### config.mk
export PLATFORM = sky130hd
export DESIGN_NAME = rs232_uart
export DESIGN_NICKNAME = d
export VERILOG_FILES = /design/src/rtl/rs232_pkg.sv /design/src/rtl/rs232_rx.sv /design/src/rtl/rs232_uart.sv
export SDC_FILE = /design/constraint.sdc
export NUM_CORES = 1
export LEC_CHECK = 0
export ABC_AREA = 1
export ABC_CLOCK_PERIOD_IN_PS = 3000
export CORE_UTILIZATION = 45
export DETAILED_ROUTE_END_ITERATION = 12
export PLACE_DENSITY = 0.78
export SYNTH_ARGS = -nofsm -noshare
export SYNTH_HDL_FRONTEND = slang
export SYNTH_SLANG_ARGS = --single-unit
### constraint.sdc
create_clock -name clk -period 3 [get_ports clk]
set_input_delay 0.45 -clock clk [delete_from_list [all_inputs] [get_ports clk]]
set_output_delay 0.45 -clock clk [all_outputs]
set_load 0.005 [all_outputs]
### src/rtl/rs232_pkg.sv
// Shared definitions for the rs232_uart peripheral: register offsets,
// status bit positions, FSM state encodings and the baud divider helper.
package rs232_pkg;

    localparam logic [1:0] REG_DATA   = 2'd0;
    localparam logic [1:0] REG_STATUS = 2'd1;

    localparam int unsigned STAT_RXV    = 0;
    localparam int unsigned STAT_TXBUSY = 1;
    localparam int unsigned STAT_OVR    = 2;

    typedef enum logic [1:0] {
        TX_IDLE,
        TX_START,
        TX_DATA,
        TX_STOP
    } tx_state_e;

    typedef enum logic [1:0] {
        RX_IDLE,
        RX_START,
        RX_DATA,
        RX_STOP
    } rx_state_e;

    // Bit period in clocks, rounded to nearest.
    function automatic int unsigned baud_div(input int unsigned clk_hz,
                                             input int unsigned baud);
        return (clk_hz + baud / 2) / baud;
    endfunction

endpackage

### src/rtl/rs232_rx.sv
// 8N1 receiver: input synchronizer, bit-centre sampling FSM and the
// single-byte receive buffer with its valid and overrun flags.
module rs232_rx
    import rs232_pkg::*;
#(
    parameter int unsigned DIV = 434
) (
    input  logic       clk_i,
    input  logic       rst_ni,
    input  logic       rxd_i,
    input  logic       clr_rxv_i,
    input  logic       clr_ovr_i,
    output logic [7:0] byte_o,
    output logic       rxv_o,
    output logic       ovr_o
);

    localparam int unsigned    CW       = $clog2(DIV);
    localparam logic [CW-1:0] BIT_END  = CW'(DIV - 1);
    localparam logic [CW-1:0] HALF_END = CW'(DIV / 2 - 1);

    logic [1:0]    sync_q;
    logic          prev_q;
    logic          rxd_s;
    rx_state_e     state_q, state_d;
    logic [CW-1:0] cnt_q, cnt_d;
    logic [2:0]    bit_q, bit_d;
    logic [7:0]    shift_q, shift_d;
    logic [7:0]    byte_q, byte_d;
    logic          rxv_q, rxv_d;
    logic          ovr_q, ovr_d;
    logic          frame_ok;

    assign rxd_s = sync_q[1];

    always_ff @(posedge clk_i or negedge rst_ni) begin
        if (!rst_ni) begin
            sync_q  <= '1;
            prev_q  <= 1'b1;
            state_q <= RX_IDLE;
            cnt_q   <= '0;
            bit_q   <= '0;
            shift_q <= '0;
            byte_q  <= '0;
            rxv_q   <= 1'b0;
            ovr_q   <= 1'b0;
        end else begin
            sync_q  <= {sync_q[0], rxd_i};
            prev_q  <= rxd_s;
            state_q <= state_d;
            cnt_q   <= cnt_d;
            bit_q   <= bit_d;
            shift_q <= shift_d;
            byte_q  <= byte_d;
            rxv_q   <= rxv_d;
            ovr_q   <= ovr_d;
        end
    end

    always_comb begin
        state_d  = state_q;
        cnt_d    = cnt_q;
        bit_d    = bit_q;
        shift_d  = shift_q;
        byte_d   = byte_q;
        rxv_d    = rxv_q;
        ovr_d    = ovr_q;
        frame_ok = 1'b0;

        unique case (state_q)
            RX_IDLE: begin
                // Edge, not level: a line stuck low after a framing error must not retrigger.
                if (prev_q && !rxd_s) begin
                    state_d = RX_START;
                    cnt_d   = '0;
                end
            end
            RX_START: begin
                if (cnt_q == HALF_END) begin
                    cnt_d   = '0;
                    bit_d   = '0;
                    state_d = rxd_s ? RX_IDLE : RX_DATA;
                end else begin
                    cnt_d = cnt_q + CW'(1);
                end
            end
            RX_DATA: begin
                if (cnt_q == BIT_END) begin
                    cnt_d   = '0;
                    shift_d = {rxd_s, shift_q[7:1]};
                    if (bit_q == 3'd7) begin
                        state_d = RX_STOP;
                    end else begin
                        bit_d = bit_q + 3'd1;
                    end
                end else begin
                    cnt_d = cnt_q + CW'(1);
                end
            end
            RX_STOP: begin
                if (cnt_q == BIT_END) begin
                    cnt_d    = '0;
                    state_d  = RX_IDLE;
                    frame_ok = rxd_s;
                end else begin
                    cnt_d = cnt_q + CW'(1);
                end
            end
            default: state_d = RX_IDLE;
        endcase

        if (clr_rxv_i) rxv_d = 1'b0;
        if (clr_ovr_i) ovr_d = 1'b0;
        // A completing frame wins over a same-cycle read clear.
        if (frame_ok) begin
            byte_d = shift_q;
            rxv_d  = 1'b1;
            if (rxv_q) ovr_d = 1'b1;
        end
    end

    assign byte_o = byte_q;
    assign rxv_o  = rxv_q;
    assign ovr_o  = ovr_q;

endmodule

### src/rtl/rs232_uart.sv
// Memory-mapped 8N1 UART: bus decode with one-shot access handshake,
// transmit shift FSM, and the rs232_rx receiver.
module rs232_uart
    import rs232_pkg::*;
#(
    parameter int unsigned CLOCK_FREQ_HZ = 50000000,
    parameter int unsigned BAUD          = 115200
) (
    input  logic        clk,
    input  logic        resetn,
    input  logic        ctrl_wr,
    input  logic        ctrl_rd,
    input  logic [31:0] ctrl_addr,
    input  logic [31:0] ctrl_wdat,
    output logic [31:0] ctrl_rdat,
    output logic        ctrl_done,
    input  logic        rxd,
    output logic        txd
);

    localparam int unsigned    DIV     = baud_div(CLOCK_FREQ_HZ, BAUD);
    localparam int unsigned    CW      = $clog2(DIV);
    localparam logic [CW-1:0] BIT_END = CW'(DIV - 1);

    logic          done_q, done_d;
    logic          acc_q, acc_d;
    logic [31:0]   rdat_q, rdat_d;
    logic          txld_q, txld_d;
    tx_state_e     tx_state_q, tx_state_d;
    logic [CW-1:0] tx_cnt_q, tx_cnt_d;
    logic [2:0]    tx_bit_q, tx_bit_d;
    logic [7:0]    tx_shift_q, tx_shift_d;
    logic          txd_q, txd_d;

    logic [1:0]    reg_sel;
    logic          tx_busy;
    logic          can_start;
    logic          wr_go;
    logic          rd_go;
    logic [31:0]   status;
    logic          clr_rxv;
    logic          clr_ovr;
    logic [7:0]    rx_byte;
    logic          rxv;
    logic          ovr;
    logic          unused_bits;

    assign unused_bits = ^{ctrl_addr[31:4], ctrl_addr[1:0], ctrl_wdat[31:8]};

    rs232_rx #(
        .DIV(DIV)
    ) u_rx (
        .clk_i    (clk),
        .rst_ni   (resetn),
        .rxd_i    (rxd),
        .clr_rxv_i(clr_rxv),
        .clr_ovr_i(clr_ovr),
        .byte_o   (rx_byte),
        .rxv_o    (rxv),
        .ovr_o    (ovr)
    );

    always_ff @(posedge clk or negedge resetn) begin
        if (!resetn) begin
            done_q     <= 1'b0;
            acc_q      <= 1'b0;
            rdat_q     <= '0;
            txld_q     <= 1'b0;
            tx_state_q <= TX_IDLE;
            tx_cnt_q   <= '0;
            tx_bit_q   <= '0;
            tx_shift_q <= '0;
            txd_q      <= 1'b1;
        end else begin
            done_q     <= done_d;
            acc_q      <= acc_d;
            rdat_q     <= rdat_d;
            txld_q     <= txld_d;
            tx_state_q <= tx_state_d;
            tx_cnt_q   <= tx_cnt_d;
            tx_bit_q   <= tx_bit_d;
            tx_shift_q <= tx_shift_d;
            txd_q      <= txd_d;
        end
    end

    assign reg_sel   = ctrl_addr[3:2];
    assign tx_busy   = (tx_state_q != TX_IDLE) || txld_q;
    // The done cycle itself also blocks, since acc_q only rises one cycle later.
    assign can_start = !acc_q && !done_q;
    assign wr_go     = ctrl_wr && can_start && ((reg_sel != REG_DATA) || !tx_busy);
    assign rd_go     = ctrl_rd && !ctrl_wr && can_start;

    always_comb begin
        status              = '0;
        status[STAT_RXV]    = rxv;
        status[STAT_TXBUSY] = tx_busy;
        status[STAT_OVR]    = ovr;

        done_d  = wr_go || rd_go;
        txld_d  = wr_go && (reg_sel == REG_DATA);
        rdat_d  = rdat_q;
        clr_rxv = 1'b0;
        clr_ovr = 1'b0;

        if (done_q) begin
            acc_d = 1'b1;
        end else if (!ctrl_rd && !ctrl_wr) begin
            acc_d = 1'b0;
        end else begin
            acc_d = acc_q;
        end

        if (rd_go) begin
            case (reg_sel)
                REG_DATA: begin
                    rdat_d  = {24'd0, rx_byte};
                    clr_rxv = 1'b1;
                end
                REG_STATUS: begin
                    rdat_d  = status;
                    clr_ovr = 1'b1;
                end
                default: rdat_d = '0;
            endcase
        end
    end

    always_comb begin
        tx_state_d = tx_state_q;
        tx_cnt_d   = tx_cnt_q;
        tx_bit_d   = tx_bit_q;
        tx_shift_d = tx_shift_q;
        txd_d      = txd_q;

        unique case (tx_state_q)
            TX_IDLE: begin
                if (txld_q) begin
                    tx_state_d = TX_START;
                    tx_cnt_d   = '0;
                    txd_d      = 1'b0;
                end else if (txld_d) begin
                    tx_shift_d = ctrl_wdat[7:0];
                end
            end
            TX_START: begin
                if (tx_cnt_q == BIT_END) begin
                    tx_cnt_d   = '0;
                    tx_bit_d   = '0;
                    tx_state_d = TX_DATA;
                    txd_d      = tx_shift_q[0];
                end else begin
                    tx_cnt_d = tx_cnt_q + CW'(1);
                end
            end
            TX_DATA: begin
                if (tx_cnt_q == BIT_END) begin
                    tx_cnt_d = '0;
                    if (tx_bit_q == 3'd7) begin
                        tx_state_d = TX_STOP;
                        txd_d      = 1'b1;
                    end else begin
                        tx_bit_d   = tx_bit_q + 3'd1;
                        tx_shift_d = {1'b0, tx_shift_q[7:1]};
                        txd_d      = tx_shift_q[1];
                    end
                end else begin
                    tx_cnt_d = tx_cnt_q + CW'(1);
                end
            end
            TX_STOP: begin
                if (tx_cnt_q == BIT_END) begin
                    tx_cnt_d   = '0;
                    tx_state_d = TX_IDLE;
                end else begin
                    tx_cnt_d = tx_cnt_q + CW'(1);
                end
            end
            default: tx_state_d = TX_IDLE;
        endcase
    end

    assign ctrl_done = done_q;
    assign ctrl_rdat = rdat_q;
    assign txd       = txd_q;

endmodule

==> results.toml <==
[outcome]
status = "finished, final reports clean"

[clock_tree]
clk_pin_slew_ns = 0.08
post_cts_buffers = 0
clkLatencyLatePin_ns = 0.35
cts_tree = "done"
cts_resized = 0
cts_hold_buf = 0
cts_sinks = 69
root_buffer = "clkbuf_8"
htreeDepth = 3
clockBufferDepth = 2
cts_inserted_buffers = 9

[detailed_routing]
wirelength_um = 6740
vias = 2671
via_per_inst = 4.97
drtIter0Drc = 99
ant_nets = 0
drc = 0
dr.pass1.iters = 4
wire_per_inst_um = 12.6

[power_and_ir_drop]
peakVddDrop_v = 0.000520
p_leak_nw = 1.90
powerDensity_nw_per_um2 = 826

[placed_design]
hpwl_um = 4740
place.gp.congestion = 0.862
placed_area_um2 = 3870
place_inst = 521
io_buffers = 24

[timing]
rsz0062_at_grt = "false"
skew_ns = 0.00608
slew_viol_final = 0
whs_ns = 0.122
slew_headroom = 0.563
setup_violations = 0
fmax_ghz = 0.460
hold_viol_final = 0
fin_crit_ns = 2.17
setup_tns_ns = 0
tightest_slew_ns = 0.655
min_period_over_period = 0.724

[finish]
final_area_um2 = 4090
antenna_cells = 0
fin_cells = 537
drive_above_1_share = 0.170
area_growth_syn_to_layout_pct = 12.9
final_util = 0.527
multi_input_comb_area_um2 = 1590
finalNetCount = 513
nFillCells = 704
seq_area_um2 = 1730

[floorplan]
die_area_um2 = 8420
start_util = 0.466
dieWidth_um = 91.7
coreArea_um2 = 7770
row_count = 32
die_h_um = 91.7
ios = 103

[worst_setup_path]
r2r_end = "tx_shift_q[5]"
required_ns = 3.22
cp.arrival_ns = 2.39
end_kind = "register"
cp_max_fo = 16
start_kind = "register"
worstSetupPathType = "reg -> reg"
r2r_cells = 7
worstReg2RegStart = "tx_state_q[0]"
ff2ff_setup_slack_ns = 0.83

[synthesis]
synth_ff_type = "dfrtp_1"
synth_seq_cells = 69
synth_top_area_share = 0.449
seq_area_frac_synth = 0.478
yosys_warnings = 0
netlist_instances = 399
yosysTopAreaCell = "dfrtp_1"
synth_edf_count = 0
synth_area_leaders = "dfrtp_1, nand2_1, buf_4, ha_1, o21ai_2"
avgSynthCellArea_um2 = 9.08
async_flop_share = 1.00
synth_common_cells = "nand2_1, dfrtp_1, inv_1"
synth_cell_types = 36
syn-cell-area_um2 = 3620
yosysMostFrequentCell = "nand2_1"

[run]
cap_violations = 0

[global_route]
antenna_found_initial = 0
grt_pass1_wl_um = 11900
grt_max_degree = 32
grt_overflow = 0
grt_pass1_vias = 2687
grt.total_usage = 0.178

[hold_path]
hold_path.class = "in -> async"
[flip-flops by register name, summed over array words and instances, names as in the netlist, 2 cells and up, named ones only]
name and flops:
tx_state_q 2, u_rx.cnt_q 9, tx_bit_q 3, tx_shift_q 8
u_rx.byte_o 8, u_rx.bit_q 3, u_rx.sync_q 2, u_rx.shift_q 8
tx_cnt_q 9, ctrl_rdat 8
[layer usage]
layer	part of all wire	routed length [um]	vias to the layer above	GRT usage
li1	-	-	1310	-
met1	0.43	2930	1276	0.211
met2	0.50	3340	74	0.303
met3	0.052	353	11	0.0605
met4	0.018	119	0	0.0586
met5	0	0	-	0
[cell families after synthesis]
logic type / synth area share
other: 0.00103
AO/OA/AOI/OAI: 0.131
XOR/XNOR: 0.0169
buffers and inverters: 0.107
adder cells (fa/ha/maj): 0.0483
flip-flops: 0.478
AND/OR/NAND/NOR: 0.202
multiplexers: 0.0166
[critical path: stages (launching register included)]
cell and delay, ns:
dfrtp_1 0.42, inv_1 0.12, ha_1 0.59, nor2_1 0.12
a21oi_1 0.18, nand3_2 0.35, nand2_1 0.19, o21ai_2 0.08
[worst max-delay path by stage]
stage                             start       endpoint  slack, ns  cells after the start
after detailed placement  tx_state_q[0]  tx_shift_q[2]       0.87                      7
after global placement    tx_state_q[0]  tx_shift_q[2]       0.92                      7
after CTS                 tx_state_q[0]  tx_shift_q[5]       0.83                      7
after global routing      tx_state_q[0]  tx_shift_q[7]       0.59                      7
final                     tx_state_q[0]  tx_shift_q[5]       0.83                      7
after floorplan           tx_state_q[0]  tx_shift_q[0]       1.40                     10
[layout make-up]
class	count	area share
tap	102	0.0312
inverter	45	0.0416
sequential	69	0.423
timing repair buffer	26	0.0612
multi-input combinational	279	0.389
clock buffer	9	0.0303
clock inverter	7	0.0239
[report_power, final]
group	switching (mW)	internal, mW
logic	0.745	0.463
clock network	0.372	0.472
registers	0.186	1.14
[layout by cell type (no fill, tap or decap), drive strengths merged, types with 9 or more instances in the layout]
cell and instances:
clkdlybuf4s50 23, clkbuf 9, ha 14, dfrtp 65, inv 46, nand3 24, o21ai 47, nor2 26
nand2 98, conb 24
[stage by stage]
stage | power (mW) | setup WS, ns
2_1_floorplan | 2.26 | 1.40
3_3_place_gp | 2.49 | 0.916
3_5_place_dp | 2.54 | 0.871
4_1_cts | 3.41 | 0.829
5_1_grt | 3.63 | 0.587
6_report | 3.38 | 0.828
(Power assumes the default switching activity.)
